--- src/rtl/rx_pkg.sv ---
// rtl/rx_pkg.sv - shared types and constants for the receiver frame path
package rx_pkg;

  typedef enum logic [1:0] {
    HUNT    = 2'd0,
    PAYLOAD = 2'd1,
    PARITY  = 2'd2
  } state_t;

  localparam logic [7:0] SYNC_WORD_DEF = 8'hD5;
  localparam int         DROP_CNT_W    = 8;

endpackage

--- src/rtl/rx_frame_buf.sv ---
// rtl/rx_frame_buf.sv - single-entry valid/ready holding register with drop flag
module rx_frame_buf #(
  parameter int W = 12
) (
  input  logic         clk,
  input  logic         rstn,
  input  logic         load,
  input  logic [W-1:0] load_data,
  input  logic         rdy,
  output logic [W-1:0] data,
  output logic         vld,
  output logic         drop
);

  // A load is refused only when the entry is full and not draining this edge.
  assign drop = load && vld && !rdy;

  // Hold the entry until handshake; a same-edge load replaces the drained frame.
  always_ff @(posedge clk) begin
    if (!rstn) begin
      data <= '0;
      vld  <= 1'b0;
    end else if (load && (!vld || rdy)) begin
      data <= load_data;
      vld  <= 1'b1;
    end else if (vld && rdy) begin
      vld  <= 1'b0;
    end
  end

endmodule

--- src/rtl/rx_frame_decoder.sv ---
// rtl/rx_frame_decoder.sv - sync hunt and payload deserializer; RX_FRAME_PARITY_EN adds an even-parity bit
module rx_frame_decoder
  import rx_pkg::*;
#(
  parameter int                SYNC_W    = 8,
  parameter logic [SYNC_W-1:0] SYNC_WORD = SYNC_W'(SYNC_WORD_DEF),
  parameter int                PAYLOAD_W = 12,
  parameter int                TIMEOUT   = 64
) (
  input  logic                  clk,
  input  logic                  rstn,
  input  logic                  bit_in,
  input  logic                  bit_vld,
  output logic [PAYLOAD_W-1:0]  frm_data,
  output logic                  frm_vld,
  input  logic                  frm_rdy,
  output logic                  sync_lock,
  output logic [DROP_CNT_W-1:0] drop_cnt
);

  localparam int                IDLE_W   = $clog2(TIMEOUT + 1);
  localparam int                BCNT_W   = $clog2(PAYLOAD_W);
  localparam logic [IDLE_W-1:0] IDLE_MAX = IDLE_W'(TIMEOUT - 1);
  localparam logic [BCNT_W-1:0] LAST     = BCNT_W'(PAYLOAD_W - 1);
`ifdef RX_FRAME_PARITY_EN
  // The full payload must stay visible for the parity bit that follows it.
  localparam int SHR_W = PAYLOAD_W;
`else
  // The final bit is taken straight from bit_in, so one bit less is stored.
  localparam int SHR_W = PAYLOAD_W - 1;
`endif

  state_t             state;
  logic [SYNC_W-2:0]  window;
  logic [SYNC_W-1:0]  window_nxt;
  logic [SHR_W-1:0]   shreg;
  logic [PAYLOAD_W-1:0] payload_nxt;
  logic [BCNT_W-1:0]  bit_cnt;
  logic [IDLE_W-1:0]  idle_cnt;
  logic               timeout;
  logic               commit;
  logic               par_err;
  logic [PAYLOAD_W-1:0] commit_data;
  logic               buf_drop;
  logic               drop_evt;

  assign window_nxt  = {window, bit_in};
  assign payload_nxt = {shreg[PAYLOAD_W-2:0], bit_in};
  assign timeout     = (state != HUNT) && !bit_vld && (idle_cnt == IDLE_MAX);

`ifdef RX_FRAME_PARITY_EN
  assign commit      = (state == PARITY) && bit_vld && ((^shreg) == bit_in);
  assign par_err     = (state == PARITY) && bit_vld && ((^shreg) != bit_in);
  assign commit_data = shreg;
`else
  assign commit      = (state == PAYLOAD) && bit_vld && (bit_cnt == LAST);
  assign par_err     = 1'b0;
  assign commit_data = payload_nxt;
`endif

  // These sources are mutually exclusive in time, so one increment suffices.
  assign drop_evt = buf_drop || timeout || par_err;

  // Frame FSM: hunt for sync, shift payload, optionally check parity.
  always_ff @(posedge clk) begin
    if (!rstn) begin
      state     <= HUNT;
      window    <= '0;
      shreg     <= '0;
      bit_cnt   <= '0;
      idle_cnt  <= '0;
      sync_lock <= 1'b0;
    end else begin
      case (state)
        HUNT: begin
          if (bit_vld) begin
            if (window_nxt == SYNC_WORD) begin
              state     <= PAYLOAD;
              sync_lock <= 1'b1;
              window    <= '0;
              bit_cnt   <= '0;
              idle_cnt  <= '0;
            end else begin
              window <= window_nxt[SYNC_W-2:0];
            end
          end
        end
        PAYLOAD: begin
          if (bit_vld) begin
            shreg    <= payload_nxt[SHR_W-1:0];
            idle_cnt <= '0;
            if (bit_cnt == LAST) begin
              bit_cnt <= '0;
`ifdef RX_FRAME_PARITY_EN
              state   <= PARITY;
`else
              state     <= HUNT;
              sync_lock <= 1'b0;
`endif
            end else begin
              bit_cnt <= bit_cnt + 1'b1;
            end
          end else if (timeout) begin
            state     <= HUNT;
            sync_lock <= 1'b0;
            idle_cnt  <= '0;
            bit_cnt   <= '0;
          end else begin
            idle_cnt <= idle_cnt + 1'b1;
          end
        end
        PARITY: begin
          if (bit_vld || timeout) begin
            state     <= HUNT;
            sync_lock <= 1'b0;
            idle_cnt  <= '0;
          end else begin
            idle_cnt <= idle_cnt + 1'b1;
          end
        end
        default: begin
          state     <= HUNT;
          sync_lock <= 1'b0;
        end
      endcase
    end
  end

  // Saturating count of frames lost to overflow, timeout or parity.
  always_ff @(posedge clk) begin
    if (!rstn) begin
      drop_cnt <= '0;
    end else if (drop_evt && (drop_cnt != {DROP_CNT_W{1'b1}})) begin
      drop_cnt <= drop_cnt + 1'b1;
    end
  end

  rx_frame_buf #(.W(PAYLOAD_W)) u_buf (
    .clk       (clk),
    .rstn      (rstn),
    .load      (commit),
    .load_data (commit_data),
    .rdy       (frm_rdy),
    .data      (frm_data),
    .vld       (frm_vld),
    .drop      (buf_drop)
  );

endmodule

--- config.mk ---
export PLATFORM = sky130hd
export DESIGN_NAME = rx_frame_decoder
export DESIGN_NICKNAME = d
export VERILOG_FILES = /design/src/rtl/rx_pkg.sv /design/src/rtl/rx_frame_buf.sv /design/src/rtl/rx_frame_decoder.sv
export SDC_FILE = /design/constraint.sdc
export NUM_CORES = 1
export LEC_CHECK = 0
export BUFFER_PORTS_ARGS = -buffer_cell sky130_fd_sc_hd__buf_2
export CAP_MARGIN = 20
export CORE_MARGIN = 1.5
export CORE_UTILIZATION = 57
export CTS_BUF_LIST = sky130_fd_sc_hd__clkbuf_16
export DETAILED_ROUTE_END_ITERATION = 7
export GPL_ROUTABILITY_DRIVEN = 0
export HOLD_SLACK_MARGIN = 0.06
export PLACE_DENSITY_LB_ADDON = 0.05
export SYNTH_ARGS = -nofsm -noshare
export SYNTH_HDL_FRONTEND = slang
export SYNTH_HIERARCHICAL = 1
export SYNTH_SLANG_ARGS = --single-unit
--- constraint.sdc ---
create_clock -name clk -period 2.97 [get_ports clk]
set_clock_uncertainty 0.2 [all_clocks]
set_input_delay 0.1485 -clock clk [delete_from_list [all_inputs] [get_ports clk]]
set_output_delay 0.1485 -clock clk [all_outputs]
set_load 0.005 [all_outputs]
==> metrics.csv <==
stage,metric,value,unit
die,standard-cell rows,22,
synthesis,Post-synth EDFFs,0,
synthesis,Synthesized Nets,268,
worst_setup_path,CP endpoint kind,register,
global_route,largest net degree at the start of global routing,40,
timing,Slew @ Worst Pin,1.04,ns
timing,fin. max-slew vios,0,
die,Initial Util,0.600,
place,Cells after DPL,324,
die,Core Footprint,3690,sq um
worst_setup_path,CP Max Fanout,14,
clocking,CTS Hold Bufs,2,
synthesis,Synth cell types,45,
global_route,first-pass GRT wire length,7870,um
cells_and_area,ratio of cells with drive above 1 in the final layout,0.147,
timing,unrepaired setup endpoints after global routing,no,
timing,Tcrit/Tclk final,0.839,
clocking,Worst-Skew Late Latency,0.28,ns
die,full die area,4270,sq um
worst_setup_path,crit path cell chain,ha_1 -> nand3b_1 -> nor2_1 -> and2_2 -> a41oi_1 -> o21ai_0 -> a21oi_1,
synthesis,Syn Area/Cell,8.51,sq um
clocking,Max Buffers Root-to-Sink,2,
hold_path,Hold Path Cell Cnt,3,
clocking,CTS Root Cell,clkbuf_16,
routing,final WL,4640,um
synthesis,XOR/XNOR Fraction of Synth Area,0,
synthesis,post-synthesis compound-gate area fraction,0.175,
synthesis,top_reg_cell synth,dfxtp_1,
synthesis,Ys Warns,6,
synthesis,synthesized flop and latch total,51,
die,Die X,65.3,um
worst_setup_path,CP startpoint kind,register,
outcome,status,finished clean,
place,Post-DP HPWL,3070,um
clocking,CTS tree,done,
power_and_ir_drop,worst-case vdd ir drop,0.332,mV
timing,Max Clk Rate,401,MHz
worst_setup_path,Crit path buffers/inverters,0,
worst_setup_path,"slowest stage cell, crit path",a41oi_1,
routing,Avg WL per Cell,13.9,um
routing,Vias,1894,
power_and_ir_drop,power after layout,0.00136,W
clocking,CTS H-tree lvls,2,
worst_setup_path,reg2reg path depth,7,
timing,min Tclk post-route,2.49,ns
power_and_ir_drop,Leak,0.906,nW
run,maxcap violations,0,
global_route,Total GRT Usage,0.235,
global_route,vias in the first global route,1774,
clocking,CTS Sinks,51,
synthesis,Synth async-reset ratio,0,
cells_and_area,Inserted Diodes,0,
clocking,CTS buffer count,5,
routing,Final ANT Viol Nets,0,
worst_setup_path,Stages on worst setup path,7,
clocking,Post CTS Setup Buffer Count,0,
global_route,gr ovfl total,0,
routing,drt via density,5.69,
worst_setup_path,CP Data Required Time,2.99,ns
synthesis,Yosys top cell area share,0.461,
power_and_ir_drop,pwr dens,534,nW/um^2
worst_setup_path,WP data arrival,2.51,ns
routing,Initial DRC Count,154,
synthesis,register area share after synthesis,0.461,
synthesis,post-synth top area cell,dfxtp_1,
synthesis,post-synthesis mux area share,0.0633,
worst_setup_path,Top delay family on crit path,compound AO/OA/AOI/OAI gates,
global_route,initial antenna violation count,0,
cells_and_area,Post-Layout Cell Count,333,
cells_and_area,# nets final,293,
place,PortBufs,26,
routing,DRC,0,
clocking,Post-CTS Resized,0,
synthesis,Post-Syn Instances,260,
cells_and_area,P&R area growth vs syn,14.9,%
worst_setup_path,flop2flop setup slack,0.48,ns
routing,first-pass iteration count of the detailed router,5,
cells_and_area,final core occ,0.689,
timing,post-route setup TNS,0,ns
synthesis,largest family of logic cells by synthesized area,simple AND/OR/NAND/NOR gates,
timing,final setup fails,0,
timing,final hold violations,0,
worst_setup_path,CP Class,register to register,
hold_path,worst min-delay path class,input port to register,
timing,worst relative slew slack,0.296,
die,I/O pin count,27,
synthesis,synthesized area,2210,sq um
synthesis,Synth Area in Adders,0.0170,
worst_setup_path,crit-path max cell delay,0.78,ns
clocking,Clock Pin Slew Worst Setup and Hold Paths,0.07,ns
synthesis,dominant cells by area after synthesis,"dfxtp_1 46%, nand2_1 11%, a21oi_1 6.6%",
die,Die Y-Extent,65.3,um
synthesis,Simple-Gate Fraction of Synth Area,0.239,
[report_power, final]
part	internal, W	leakage [nW]	total (W)	switching (W)
combinational	0.0000101	0.420	0.0000364	0.0000263
clock	0.000393	0.0759	0.000633	0.000241
sequential	0.000686	0.411	0.000689	0.00000279
total	0.00109	0.906	0.00136	0.000270
[cells in the final DEF (no fill, tap or decap), types with 4 or more instances in the layout]
| cell | count |
|---|---|
| a21oi_1 | 29 |
| buf_2 | 26 |
| buf_4 | 5 |
| clkbuf_16 | 5 |
| dfxtp_1 | 51 |
| mux2i_1 | 14 |
| nand2_1 | 66 |
| nand3_1 | 10 |
| nor2_1 | 5 |
| o211ai_1 | 6 |
| o21ai_0 | 11 |
| o31ai_1 | 4 |
| or3_1 | 4 |
[sequential cells by signal (all words and copies together) (netlist names)]
name / flops
bit_cnt: 4
sync_lock: 1
window: 7
idle_cnt: 7
shreg: 11
drop_cnt: 8
u_buf/data: 12
u_buf/vld: 1
[worst reg2reg max path, delay by kind of cell, from the launching register on]
kind / cells / cell delay [ns]
and+or+nand+nor: 3 / 0.43
adders and majority gates: 1 / 0.23
DFF: 1 / 0.34
AOI/OAI and AO/OA: 3 / 1.22
[layout make-up]
type / instances / area (sq um)
Fill cell: 308 / 1150
Multi-Input combinational cell: 189 / 1090
Sequential cell: 51 / 1020
Timing Repair Buffer: 33 / 188
Clock buffer: 5 / 125
Tap cell: 48 / 60.1
Clock inverter: 2 / 37.5
Inverter: 5 / 18.8
[through the flow]
stage	instance area [sq um]	setup WS [ns]	hold WS (ns)
after floorplan	2210	0.625	0.0845
after global placement	2360	0.648	0.238
after detailed placement	2360	0.562	0.244
after CTS	2540	0.486	0.0707
after global routing	2540	0.220	0.110
final	2540	0.479	0.0745
[cell usage after synthesis, drive strengths merged (2+ instances only)]
cell type	number
mux2i	14
nand2b	2
buf	7
or3	4
nand2	66
inv	3
a31oi	3
and2	2
nand3	10
or4	3
clkinv	2
nor2	5
o31ai	4
nor2b	2
ha	3
a41oi	2
and4	2
a21oi	29
nand4b	2
nor3b	2
o211ai	6
clkbuf	8
o21ai	11
dfxtp	51
[metal layers]
layer,track usage,up-vias,share of wire
li1,-,972,-
met1,0.317,879,0.50
met2,0.367,41,0.45
met3,0.0479,2,0.040
met4,0.0938,0,0.0065
met5,0,-,0
[logic make-up after synthesis]
logic type                 after synthesis
DFF                                     51
muxes                                   14
and+or+nand+nor                        108
buffers and inverters                   20
adders and majority gates                3
AOI/OAI and AO/OA                       64
[worst paths after layout]
check | from | endpoint
worst max register to register | bit_cnt[0] | drop_cnt[1]
worst max-delay path | bit_cnt[0] | drop_cnt[1]
worst min register to register | u_buf/data[1] | u_buf/data[1]
worst min-delay path | bit_vld | sync_lock
(Power assumes the default switching activity.)
